**src/rtl/tx_pkt_sched_pkg.sv**
```systemverilog
// Shared definitions for the TX packet scheduler and the TX engine that consumes its grants.
// Packet-type codes, FSM state encoding, default sizing and the packet-size helper live here.
package tx_pkt_sched_pkg;

    typedef enum logic [1:0] {
        IDLE = 2'd0,
        REQ  = 2'd1,
        BUSY = 2'd2
    } sched_state_t;

    localparam logic [7:0]  PKT_VIDEO     = 8'h00;
    localparam logic [7:0]  PKT_AUDIO     = 8'h01;
    localparam logic [7:0]  PKT_VIDEO_AUX = 8'h02;

    localparam logic [4:0]  AUDIOMAX_DEF  = 5'd20;
    localparam logic [11:0] AUXSIZE_DEF   = 12'd50;
    localparam logic [15:0] AGE_MAX_DEF   = 16'd2048;
    localparam logic [15:0] TIMEOUT_DEF   = 16'd4000;

    // Largest product is 20 entries * 50 bytes, so 12 bits never overflow.
    function automatic logic [11:0] pkt_bytes(input logic [4:0] n, input logic [11:0] entry_size);
        return entry_size * {7'd0, n};
    endfunction

endpackage

```
**src/rtl/tx_pkt_sched_if.sv**
```systemverilog
// Request/ack/done handshake between the scheduler (master) and the TX engine (slave).
interface tx_pkt_sched_if;
    logic        req;
    logic        ack;
    logic        done;
    logic [7:0]  pkt_type;
    logic [4:0]  aux_num;
    logic [11:0] pkt_size;

    modport master (
        output req, pkt_type, aux_num, pkt_size,
        input  ack, done
    );

    modport slave (
        input  req, pkt_type, aux_num, pkt_size,
        output ack, done
    );
endinterface

```
**src/rtl/tx_pkt_sched_sat_cnt.sv**
```systemverilog
// 16-bit saturating up-counter with synchronous clear; clear wins over enable.
module sat_cnt (
    input  logic        clk,
    input  logic        rst_n,
    input  logic        clr,
    input  logic        en,
    output logic [15:0] cnt
);
    logic [15:0] cnt_reg;

    always_ff @(posedge clk) begin
        if (!rst_n) begin
            cnt_reg <= '0;
        end else if (clr) begin
            cnt_reg <= '0;
        end else if (en && (cnt_reg != 16'hFFFF)) begin
            cnt_reg <= cnt_reg + 16'd1;
        end
    end

    assign cnt = cnt_reg;
endmodule

```
**src/rtl/tx_pkt_sched.sv**
```systemverilog
// Arbitrates video, audio and video+aux packets onto a single TX engine, with audio
// starvation aging and an ack-to-done watchdog.
module tx_pkt_sched
    import tx_pkt_sched_pkg::*;
#(
    parameter logic [4:0]  AUDIOMAX = AUDIOMAX_DEF,
    parameter logic [11:0] AUXSIZE  = AUXSIZE_DEF,
    parameter logic [15:0] AGE_MAX  = AGE_MAX_DEF,
    parameter logic [15:0] TIMEOUT  = TIMEOUT_DEF
) (
    input  logic            tx_clk,
    input  logic            sys_rst_n,
    input  logic            sched_en,
    input  logic            pb_en,
    input  logic            vid_empty,
    input  logic            ax_empty,
    input  logic [4:0]      ade_cnt,
    tx_pkt_sched_if.master  eng,
    output logic            timeout_err,
    output logic [15:0]     vid_pkts,
    output logic [15:0]     aud_pkts
);

    sched_state_t state_reg;
    logic         req_reg;
    logic [7:0]   pkt_type_reg;
    logic [4:0]   aux_num_reg;
    logic [11:0]  pkt_size_reg;
    logic         timeout_err_reg;
    logic [15:0]  vid_pkts_reg;
    logic [15:0]  aud_pkts_reg;

    logic         aux_avail;
    logic [4:0]   aud_aux;
    logic         grant_valid;
    logic [7:0]   grant_type;
    logic [4:0]   grant_aux;
    logic         aux_grant;
    logic [15:0]  age_cnt;
    logic [15:0]  timer_cnt;

    // A non-empty aux FIFO that reports zero entries has nothing to send.
    assign aux_avail = !ax_empty && (ade_cnt != 5'd0);
    assign aud_aux   = (ade_cnt > AUDIOMAX) ? AUDIOMAX : ade_cnt;

    always_comb begin
        grant_valid = 1'b0;
        grant_type  = PKT_VIDEO;
        grant_aux   = 5'd0;
        if ((state_reg == IDLE) && sched_en) begin
            if (aux_avail && ((age_cnt >= AGE_MAX) || (ade_cnt >= AUDIOMAX))) begin
                grant_valid = 1'b1;
                grant_type  = PKT_AUDIO;
                grant_aux   = aud_aux;
            end else if (!vid_empty) begin
                grant_valid = 1'b1;
                if (pb_en && aux_avail) begin
                    grant_type = PKT_VIDEO_AUX;
                    grant_aux  = 5'd1;
                end
            end else if (aux_avail) begin
                grant_valid = 1'b1;
                grant_type  = PKT_AUDIO;
                grant_aux   = aud_aux;
            end
        end
    end

    assign aux_grant = grant_valid && (grant_type != PKT_VIDEO);

    // Pending-audio age: frozen while the engine is busy, reset whenever aux data ships.
    sat_cnt u_age (
        .clk   (tx_clk),
        .rst_n (sys_rst_n),
        .clr   (!aux_avail || aux_grant),
        .en    (state_reg != BUSY),
        .cnt   (age_cnt)
    );

    sat_cnt u_timer (
        .clk   (tx_clk),
        .rst_n (sys_rst_n),
        .clr   (state_reg != BUSY),
        .en    (state_reg == BUSY),
        .cnt   (timer_cnt)
    );

    always_ff @(posedge tx_clk) begin
        if (!sys_rst_n) begin
            state_reg       <= IDLE;
            req_reg         <= 1'b0;
            pkt_type_reg    <= '0;
            aux_num_reg     <= '0;
            pkt_size_reg    <= '0;
            timeout_err_reg <= 1'b0;
            vid_pkts_reg    <= '0;
            aud_pkts_reg    <= '0;
        end else begin
            timeout_err_reg <= 1'b0;
            case (state_reg)
                IDLE: begin
                    if (grant_valid) begin
                        pkt_type_reg <= grant_type;
                        aux_num_reg  <= grant_aux;
                        pkt_size_reg <= pkt_bytes(grant_aux, AUXSIZE);
                        req_reg      <= 1'b1;
                        state_reg    <= REQ;
                    end
                end
                REQ: begin
                    if (eng.ack) begin
                        req_reg   <= 1'b0;
                        state_reg <= BUSY;
                        if (pkt_type_reg == PKT_AUDIO) begin
                            aud_pkts_reg <= aud_pkts_reg + 16'd1;
                        end else begin
                            vid_pkts_reg <= vid_pkts_reg + 16'd1;
                        end
                    end
                end
                BUSY: begin
                    // The timer reads TIMEOUT-1 on the TIMEOUT-th busy cycle; done there still wins.
                    if (eng.done) begin
                        state_reg <= IDLE;
                    end else if (timer_cnt == (TIMEOUT - 16'd1)) begin
                        timeout_err_reg <= 1'b1;
                        state_reg       <= IDLE;
                    end
                end
                default: begin
                    state_reg <= IDLE;
                    req_reg   <= 1'b0;
                end
            endcase
        end
    end

    assign eng.req      = req_reg;
    assign eng.pkt_type = pkt_type_reg;
    assign eng.aux_num  = aux_num_reg;
    assign eng.pkt_size = pkt_size_reg;
    assign timeout_err  = timeout_err_reg;
    assign vid_pkts     = vid_pkts_reg;
    assign aud_pkts     = aud_pkts_reg;

endmodule

```
**src/flat_wrapper.sv**
```systemverilog
// flat-port wrapper written by rule: the top's interface ports become plain ports
module tx_pkt_sched_flat import tx_pkt_sched_pkg::*;
#(
    parameter logic [4:0]  AUDIOMAX = AUDIOMAX_DEF,
    parameter logic [11:0] AUXSIZE  = AUXSIZE_DEF,
    parameter logic [15:0] AGE_MAX  = AGE_MAX_DEF,
    parameter logic [15:0] TIMEOUT  = TIMEOUT_DEF
)
  (tx_clk, sys_rst_n, sched_en, pb_en, vid_empty, ax_empty, ade_cnt, timeout_err, vid_pkts, aud_pkts, eng_req, eng_pkt_type, eng_aux_num, eng_pkt_size, eng_ack, eng_done);
  tx_pkt_sched_if eng_i ();
  input  logic tx_clk;
  input  logic sys_rst_n;
  input  logic sched_en;
  input  logic pb_en;
  input  logic vid_empty;
  input  logic ax_empty;
  input  logic [4:0] ade_cnt;
  output logic timeout_err;
  output logic [15:0] vid_pkts;
  output logic [15:0] aud_pkts;
  output wire logic [$bits(eng_i.req)-1:0] eng_req;
  output wire logic [$bits(eng_i.pkt_type)-1:0] eng_pkt_type;
  output wire logic [$bits(eng_i.aux_num)-1:0] eng_aux_num;
  output wire logic [$bits(eng_i.pkt_size)-1:0] eng_pkt_size;
  input wire logic [$bits(eng_i.ack)-1:0] eng_ack;
  input wire logic [$bits(eng_i.done)-1:0] eng_done;
  assign eng_req = eng_i.req;
  assign eng_pkt_type = eng_i.pkt_type;
  assign eng_aux_num = eng_i.aux_num;
  assign eng_pkt_size = eng_i.pkt_size;
  assign eng_i.ack = eng_ack;
  assign eng_i.done = eng_done;
  tx_pkt_sched #(.AUDIOMAX(AUDIOMAX), .AUXSIZE(AUXSIZE), .AGE_MAX(AGE_MAX), .TIMEOUT(TIMEOUT)) u_core (.tx_clk(tx_clk), .sys_rst_n(sys_rst_n), .sched_en(sched_en), .pb_en(pb_en), .vid_empty(vid_empty), .ax_empty(ax_empty), .ade_cnt(ade_cnt), .eng(eng_i), .timeout_err(timeout_err), .vid_pkts(vid_pkts), .aud_pkts(aud_pkts));
endmodule
```
**config.mk**
```make
export PLATFORM = sky130hd
export DESIGN_NAME = tx_pkt_sched_flat
export DESIGN_NICKNAME = d
export VERILOG_FILES = /design/src/rtl/tx_pkt_sched_pkg.sv /design/src/rtl/tx_pkt_sched_if.sv /design/src/rtl/tx_pkt_sched_sat_cnt.sv /design/src/rtl/tx_pkt_sched.sv /design/src/flat_wrapper.sv
export SDC_FILE = /design/constraint.sdc
export NUM_CORES = 1
export LEC_CHECK = 0
export ABC_AREA = 1
export BUFFER_PORTS_ARGS = -buffer_cell sky130_fd_sc_hd__buf_2
export CAP_MARGIN = 30
export CORE_AREA = 2 2 94 96
export CTS_CLUSTER_SIZE = 24
export DETAILED_ROUTE_END_ITERATION = 6
export DIE_AREA = 0 0 96 98
export GPL_TIMING_DRIVEN = 0
export PLACE_DENSITY_LB_ADDON = 0.1
export SYNTH_ARGS = -nofsm -noshare
export SYNTH_HDL_FRONTEND = slang
export SYNTH_HIERARCHICAL = 1
export SYNTH_SLANG_ARGS = --single-unit
```
**constraint.sdc**
```tcl
create_clock -name tx_clk -period 4.1 [get_ports tx_clk]
set_input_delay 0.205 -clock tx_clk [delete_from_list [all_inputs] [get_ports tx_clk]]
set_output_delay 0.205 -clock tx_clk [all_outputs]
set_load 0.1 [all_outputs]
```
==> flow_summary.json, run 1 <==
{
  "synth.avg_cell_area_um2": 6.382,
  "synth_cell_type_count": 35,
  "cts.sinks": 82,
  "post_cts_buffers": 0,
  "power.total_mw": 1.694,
  "ctsResizeCount": 0,
  "cts_max_level": 3,
  "area_growth_pct": 14.05,
  "viasPerCell": 5.191,
  "clk_path_buf_depth": 2,
  "crit_end": "u_core/eng.pkt_size[9]$_SDFFE_PN0P_",
  "cts_tree": "done",
  "reg2reg_from": "u_core/state_reg[0]$_SDFFE_PN0P_",
  "end_kind": "flip-flop",
  "cts_made_buffers": 9,
  "start_util_pct": 57.52,
  "wl_per_cell_um": 12.49,
  "slew_headroom_pct": 57.65,
  "mostFrequentLayoutCells": "211 x nand2_1, 157 x nor2_1, 82 x dfxtp_1",
  "crit_start": "u_core/state_reg[0]$_SDFFE_PN0P_",
  "status": "finished clean",
  "cts_hold_buffers": 0,
  "cap_viol_max_count": 0,
  "clock_latency_ns": 0.35,
  "layout_commonest_cell": "nand2_1",
  "arrival_ns": 3.44,
  "fp.coreArea_um2": 8466,
  "syn_area_um2": 4870,
  "cpMostUsedCell": "nand2_1",
  "hold_path_class": "in -> reg",
  "synth-seq-cells": 82,
  "ys_warn_count": 6,
  "drive_gt1_share_pct": 15.09,
  "cp.required_ns": 4.35,
  "ys_seq_area_share_pct": 33.71,
  "rows": 34,
  "r2r_cells": 18,
  "r2r_slack_ns": 0.91,
  "wl_um": 11940,
  "drtIter0Drc": 257,
  "synthCells": 763,
  "antenna_found_initial": 0,
  "dr_total_vias": 4963,
  "grt_pass1_vias": 4602,
  "vdd_drop_max_v": 0.0001558,
  "die_y_um": 98,
  "nFillCells": 783,
  "fmax_mhz": 313.4,
  "p_per_area_nw_per_um2": 305.1,
  "diodes": 0,
  "rsz0062_at_grt": "no",
  "slowest_stage": "dfxtp_1",
  "path_cells": "nor3b_4 > nand3_2 > nor2_4 > nand2_1 > inv_1 > ha_1 > ha_1 > ha_1 > inv_1 > fa_1 > inv_1 > nand2_1 > a21boi_0 > nor2_1 > nand2_1 > nand2_1 > nor2_1 > nor2_1",
  "grt_first_pass_wirelength_um": 20290,
  "post-route-period-util_pct": 77.84,
  "leakage_nw": 2.257,
  "grt_use_total_pct": 26.68,
  "grt-ovfl-total": 0,
  "post-route-util_pct": 65.61,
  "reg2reg_to": "u_core/eng.pkt_size[9]$_SDFFE_PN0P_",
  "nets": 876,
  "postRouteAntennaNets": 0,
  "path_clk_slew_ns": 0.09,
  "drv_slew": 0,
  "cts_root_buffer": "clkbuf_8",
  "gp_congestion": 0.8696,
  "setup_viol_count_final": 0,
  "critPathMaxFanout": 6,
  "cp_slowest_stage_delay_ns": 0.40,
  "hold_viol": 0,
  "finalCriticalPeriod_ns": 3.191,
  "startpoint_type": "flip-flop",
  "pin_count": 72,
  "tns_ns": 0,
  "skew_ns": 0.01083,
  "die_area_um2": 9408,
  "port_buffers": 63,
  "grt_max_degree": 14,
  "tightest_slew_ns": 0.6353,
  "dr.pass1.iters": 7,
  "critPathKind": "reg -> reg",
  "fp.dieW_um": 96,
  "drcViolationCount": 0,
  "hpwlAfterDp_um": 8915
}
## how the worst min path moves through the flow
| stage | from | endpoint | slack [ns] | cells past startpoint |
|---|---|---|---|---|
| after floorplan | sys_rst_n | u_core/aud_pkts[0]$_SDFFE_PN0P_ | 0.34 | 2 |
| after global placement | u_core/eng.pkt_size[8]$_SDFFE_PN0P_ | u_core/eng.pkt_size[8]$_SDFFE_PN0P_ | 0.45 | 2 |
| after detailed placement | u_core/eng.aux_num[4]$_SDFFE_PN0P_ | u_core/eng.aux_num[4]$_SDFFE_PN0P_ | 0.45 | 2 |
| after CTS | eng_done | u_core/timeout_err$_SDFF_PP0_ | 0.08 | 4 |
| after global routing | eng_done | u_core/timeout_err$_SDFF_PP0_ | 0.09 | 4 |
| final | eng_done | u_core/timeout_err$_SDFF_PP0_ | 0.1 | 4 |
## report_power, final
part / switching (mW) / internal [mW]
combinational: 0.196 / 0.0515
clock: 0.289 / 0.339
sequential: 0.0101 / 0.809
total: 0.495 / 1.20
## logic make-up (layout without fill, tap and decap cells)
| group | Yosys count | count (layout) | synth area share, % |
|---|---|---|---|
| simple gates | 459 | 459 | 40.62 |
| fa+ha+maj | 19 | 19 | 5.036 |
| other cells | 1 | 8 | 0.07701 |
| compound gates | 96 | 96 | 10.41 |
| flops | 82 | 82 | 33.71 |
| xor+xnor | 6 | 6 | 1.079 |
| buf+inv | 100 | 178 | 9.070 |
## cell usage after synthesis
library cell,instances,area share (%)
nand4_1,17,2.2
xnor2_1,4,0.72
nor2_1,157,12
conb_1,1,0.077
dfxtp_1,82,34
a21boi_4,1,0.39
nand3b_1,5,0.77
buf_1,1,0.077
buf_2,8,0.82
nor3b_4,1,0.39
clkinv_1,1,0.077
inv_2,1,0.077
buf_4,11,1.7
nand3_4,1,0.36
nor3b_2,2,0.51
nand4_2,1,0.26
a21boi_0,1,0.15
nor3_1,1,0.10
nand3_2,5,1.0
buf_6,2,0.46
o21ai_0,25,2.6
o21bai_1,4,0.62
clkbuf_1,3,0.23
nor4_1,1,0.13
nor2_4,2,0.46
inv_1,73,5.6
nand3_1,39,4.0
ha_1,18,4.6
nor2_2,12,1.5
o21ai_1,4,0.41
nand2_2,4,0.51
nand2_1,211,16
a21oi_1,61,6.3
xor2_1,2,0.36
fa_1,1,0.41
## layout make-up
| type | instances | area (µm²) | share of cell area [%] |
|---|---|---|---|
| inverter | 75 | 281.5 | 5.069 |
| sequential | 82 | 1642 | 29.56 |
| multi-input combinational | 588 | 2813 | 50.64 |
| tap | 108 | 135.1 | 2.433 |
| timing repair buffer | 63 | 315.3 | 5.677 |
| buffer | 25 | 160.2 | 2.884 |
| clock buffer | 10 | 127.6 | 2.298 |
| clock inverter | 5 | 80.08 | 1.442 |
## per-stage QoR
| stage | hold slack, ns | instances | setup WS (ns) | instance area, µm² |
|---|---|---|---|---|
| 6_report | 0.09998 | 956 | 0.9087 | 5554 |
| 5_1_grt | 0.09208 | 956 | 0.6187 | 5554 |
| 4_1_cts | 0.08480 | 956 | 0.9100 | 5554 |
| 3_5_place_dp | 0.4526 | 941 | 0.9348 | 5346 |
| 3_3_place_gp | 0.4543 | 941 | 1.063 | 5346 |
| 2_1_floorplan | 0.3434 | 770 | 1.289 | 4896 |
## routing by layer
layer	wire (µm)	vias to the layer above	share of wire (%)	track usage, %
met3	573	6	4.8	3.241
met2	6020	143	50	46.15
met1	5253	2249	44	33.88
met5	0	-	0	0
li1	-	2565	-	-
met4	97	0	0.81	9.011
## critical path: cells and delay by family (launching register included)
kind / cells / cell delay (ns)
adder cells (fa/ha/maj): 4 / 1.09
flip-flops: 1 / 0.40
buffers and inverters: 3 / 0.26
AO/OA/AOI/OAI: 1 / 0.24
AND/OR/NAND/NOR: 10 / 1.14
Note: power is estimated with default switching activity, not from simulation.
==> run 2, diff against run 1 <==
--- a/config.mk
+++ b/config.mk
@@ -8,10 +8,10 @@
 export ABC_AREA = 1
 export BUFFER_PORTS_ARGS = -buffer_cell sky130_fd_sc_hd__buf_2
 export CAP_MARGIN = 30
-export CORE_AREA = 2 2 94 96
+export CORE_AREA = 2 2 95 97
 export CTS_CLUSTER_SIZE = 24
 export DETAILED_ROUTE_END_ITERATION = 6
-export DIE_AREA = 0 0 96 98
+export DIE_AREA = 0 0 97 99
 export GPL_TIMING_DRIVEN = 0
 export PLACE_DENSITY_LB_ADDON = 0.1
 export SYNTH_ARGS = -nofsm -noshare
==> constraint.sdc (replaced) <==
create_clock -name tx_clk -period 3.1 [get_ports tx_clk]
set_input_delay 0.155 -clock tx_clk [delete_from_list [all_inputs] [get_ports tx_clk]]
set_output_delay 0.155 -clock tx_clk [all_outputs]
set_load 0.1 [all_outputs]
==> flow_summary.json, run 2 (synthesis results as in run 1) <==
{
  "drcViolationCount": 0,
  "wl_um": 11890,
  "cts_made_buffers": 9,
  "setup_viol_count_final": 0,
  "nFillCells": 817,
  "cap_viol_max_count": 0,
  "path_clk_slew_ns": 0.08,
  "fmax_mhz": 343.0,
  "path_cells": "nor3b_4 > nand3_2 > nor2_4 > nand2_1 > inv_2 > ha_1 > ha_1 > ha_1 > inv_1 > fa_1 > inv_1 > nand2_1 > a21boi_2 > nor2_1 > nand2_1 > nand2_1 > nor2_1 > nor2_1",
  "cts_max_level": 3,
  "critPathKind": "reg -> reg",
  "seq_power_share_pct": 51.6,
  "regArea_um2": 1643,
  "clk_path_buf_depth": 2,
  "tightest_slew_ns": 0.6654,
  "gp_congestion": 0.8772,
  "switching_share_pct": 31.73,
  "rsz0062_at_grt": "yes",
  "diodes": 0,
  "die_y_um": 99,
  "whs_ns": 0.03854,
  "pin_count": 72,
  "drv_slew": 0,
  "cpMostUsedCell": "nand2_1",
  "grt-ovfl-total": 0,
  "hold_viol": 0,
  "drtIter0Drc": 188,
  "port_buffers": 63,
  "antenna_found_initial": 0,
  "slew_headroom_pct": 55.64,
  "cp.required_ns": 3.36,
  "fp.dieW_um": 97,
  "grt_first_pass_wirelength_um": 19880,
  "clock_latency_ns": 0.36,
  "drive_gt1_share_pct": 15.94,
  "nets": 880,
  "p_per_area_nw_per_um2": 378.1,
  "rows": 34,
  "fp.coreArea_um2": 8551,
  "grt_max_degree": 14,
  "multi_input_area_um2": 2819,
  "cts_root_buffer": "clkbuf_8",
  "critPathMaxFanout": 5,
  "arrival_ns": 3.18,
  "die_area_um2": 9603,
  "dr_total_vias": 5022,
  "worst_slack_ns": 0.1843,
  "leakage_nw": 2.260,
  "postRouteAntennaNets": 0,
  "cts.sinks": 82,
  "startpoint_type": "flip-flop",
  "cts_tree": "done",
  "hold_path_class": "in -> reg",
  "start_util_pct": 56.95,
  "skew_ns": 0.009276,
  "wl_per_cell_um": 12.37,
  "grt_use_total_pct": 24.73,
  "place_inst": 941,
  "layout_commonest_cell": "nand2_1",
  "p_sw_mw": 0.6655,
  "area_growth_pct": 13.90,
  "slowest_stage": "fa_1",
  "mostFrequentLayoutCells": "211 x nand2_1, 156 x nor2_1, 81 x dfxtp_1",
  "p_int_mw": 1.432,
  "post-route-period-util_pct": 94.05,
  "cp_slowest_stage_delay_ns": 0.39,
  "vdd_drop_max_v": 0.0002368,
  "status": "finished clean",
  "placed_area_um2": 5346,
  "combPwrFrac_pct": 16.0,
  "viasPerCell": 5.226,
  "finish.instance_area_um2": 5547,
  "final-instance-count-excl-fill": 961,
  "grt_pass1_vias": 4573,
  "finalCriticalPeriod_ns": 2.916,
  "pre_cts_ws_ns": -0.04706,
  "hpwlAfterDp_um": 9010,
  "power.share.clock_pct": 32.4,
  "end_kind": "flip-flop",
  "dr.pass1.iters": 5
}
[run 2: path summary, 6_finish.rpt]
path              slack (ns)  depth (start not counted)                          startpoint                             endpoint
setup / recovery        0.18                         18    u_core/state_reg[1]$_SDFFE_PN0P_  u_core/eng.pkt_size[9]$_SDFFE_PN0P_
hold / removal          0.04                          4                            eng_done        u_core/timeout_err$_SDFF_PP0_
setup reg to reg        0.18                         18    u_core/state_reg[1]$_SDFFE_PN0P_  u_core/eng.pkt_size[9]$_SDFFE_PN0P_
hold reg to reg         0.47                          2  u_core/eng.aux_num[4]$_SDFFE_PN0P_   u_core/eng.aux_num[4]$_SDFFE_PN0P_
[run 2: worst max-delay path, delay by kind of cell (launching register included)]
kind,cells,cell delay (ns)
adder cells (fa/ha/maj),4,1.06
AND/OR/NAND/NOR,10,1.03
buffers and inverters,3,0.21
AO/OA/AOI/OAI,1,0.15
flip-flops,1,0.35
[run 2: metrics by stage]
step                 TNS, ns  util [%]  power, mW
floorplan                  0         -      1.374
global placement           0     62.53      1.427
detailed placement  -0.04706     62.53      1.433
CTS                        0     64.43      2.107
global route        -0.04011     64.87      2.179
finish                     0     64.87      2.097
[run 2: what timing repair did]
item	CTS	global route
setup buffers	0	4
setup endpoints to repair	1	2
resized for setup	1	4
hold buffers	0	0
pin swaps	0	2
gates cloned	0	0
[run 2: power groups by stage]
stage | Combinational (mW) | Sequential, mW | Clock, mW
5_1_grt | 0.356 | 1.09 | 0.738
2_1_floorplan | 0.167 | 1.21 | 0
3_5_place_dp | 0.326 | 1.11 | 0
3_3_place_gp | 0.320 | 1.11 | 0
4_1_cts | 0.327 | 1.08 | 0.697
6_report | 0.335 | 1.08 | 0.679
[run 2: area by class of cell]
cell class,instances,area share [%]
inverter,75,5.076
sequential,82,29.62
clock buffer,11,2.369
buffer,25,2.887
tap,108,2.436
timing repair buffer,67,6.226
clock inverter,5,0.5640
multi-input combinational,588,50.82
[run 2: per-layer routing]
metal	track usage [%]	vias up	share of wire, %
met2	42.84	131	48
met1	30.89	2290	46
met4	11.48	0	2.3
met3	2.908	27	3.8
li1	-	2574	-
met5	0	-	0
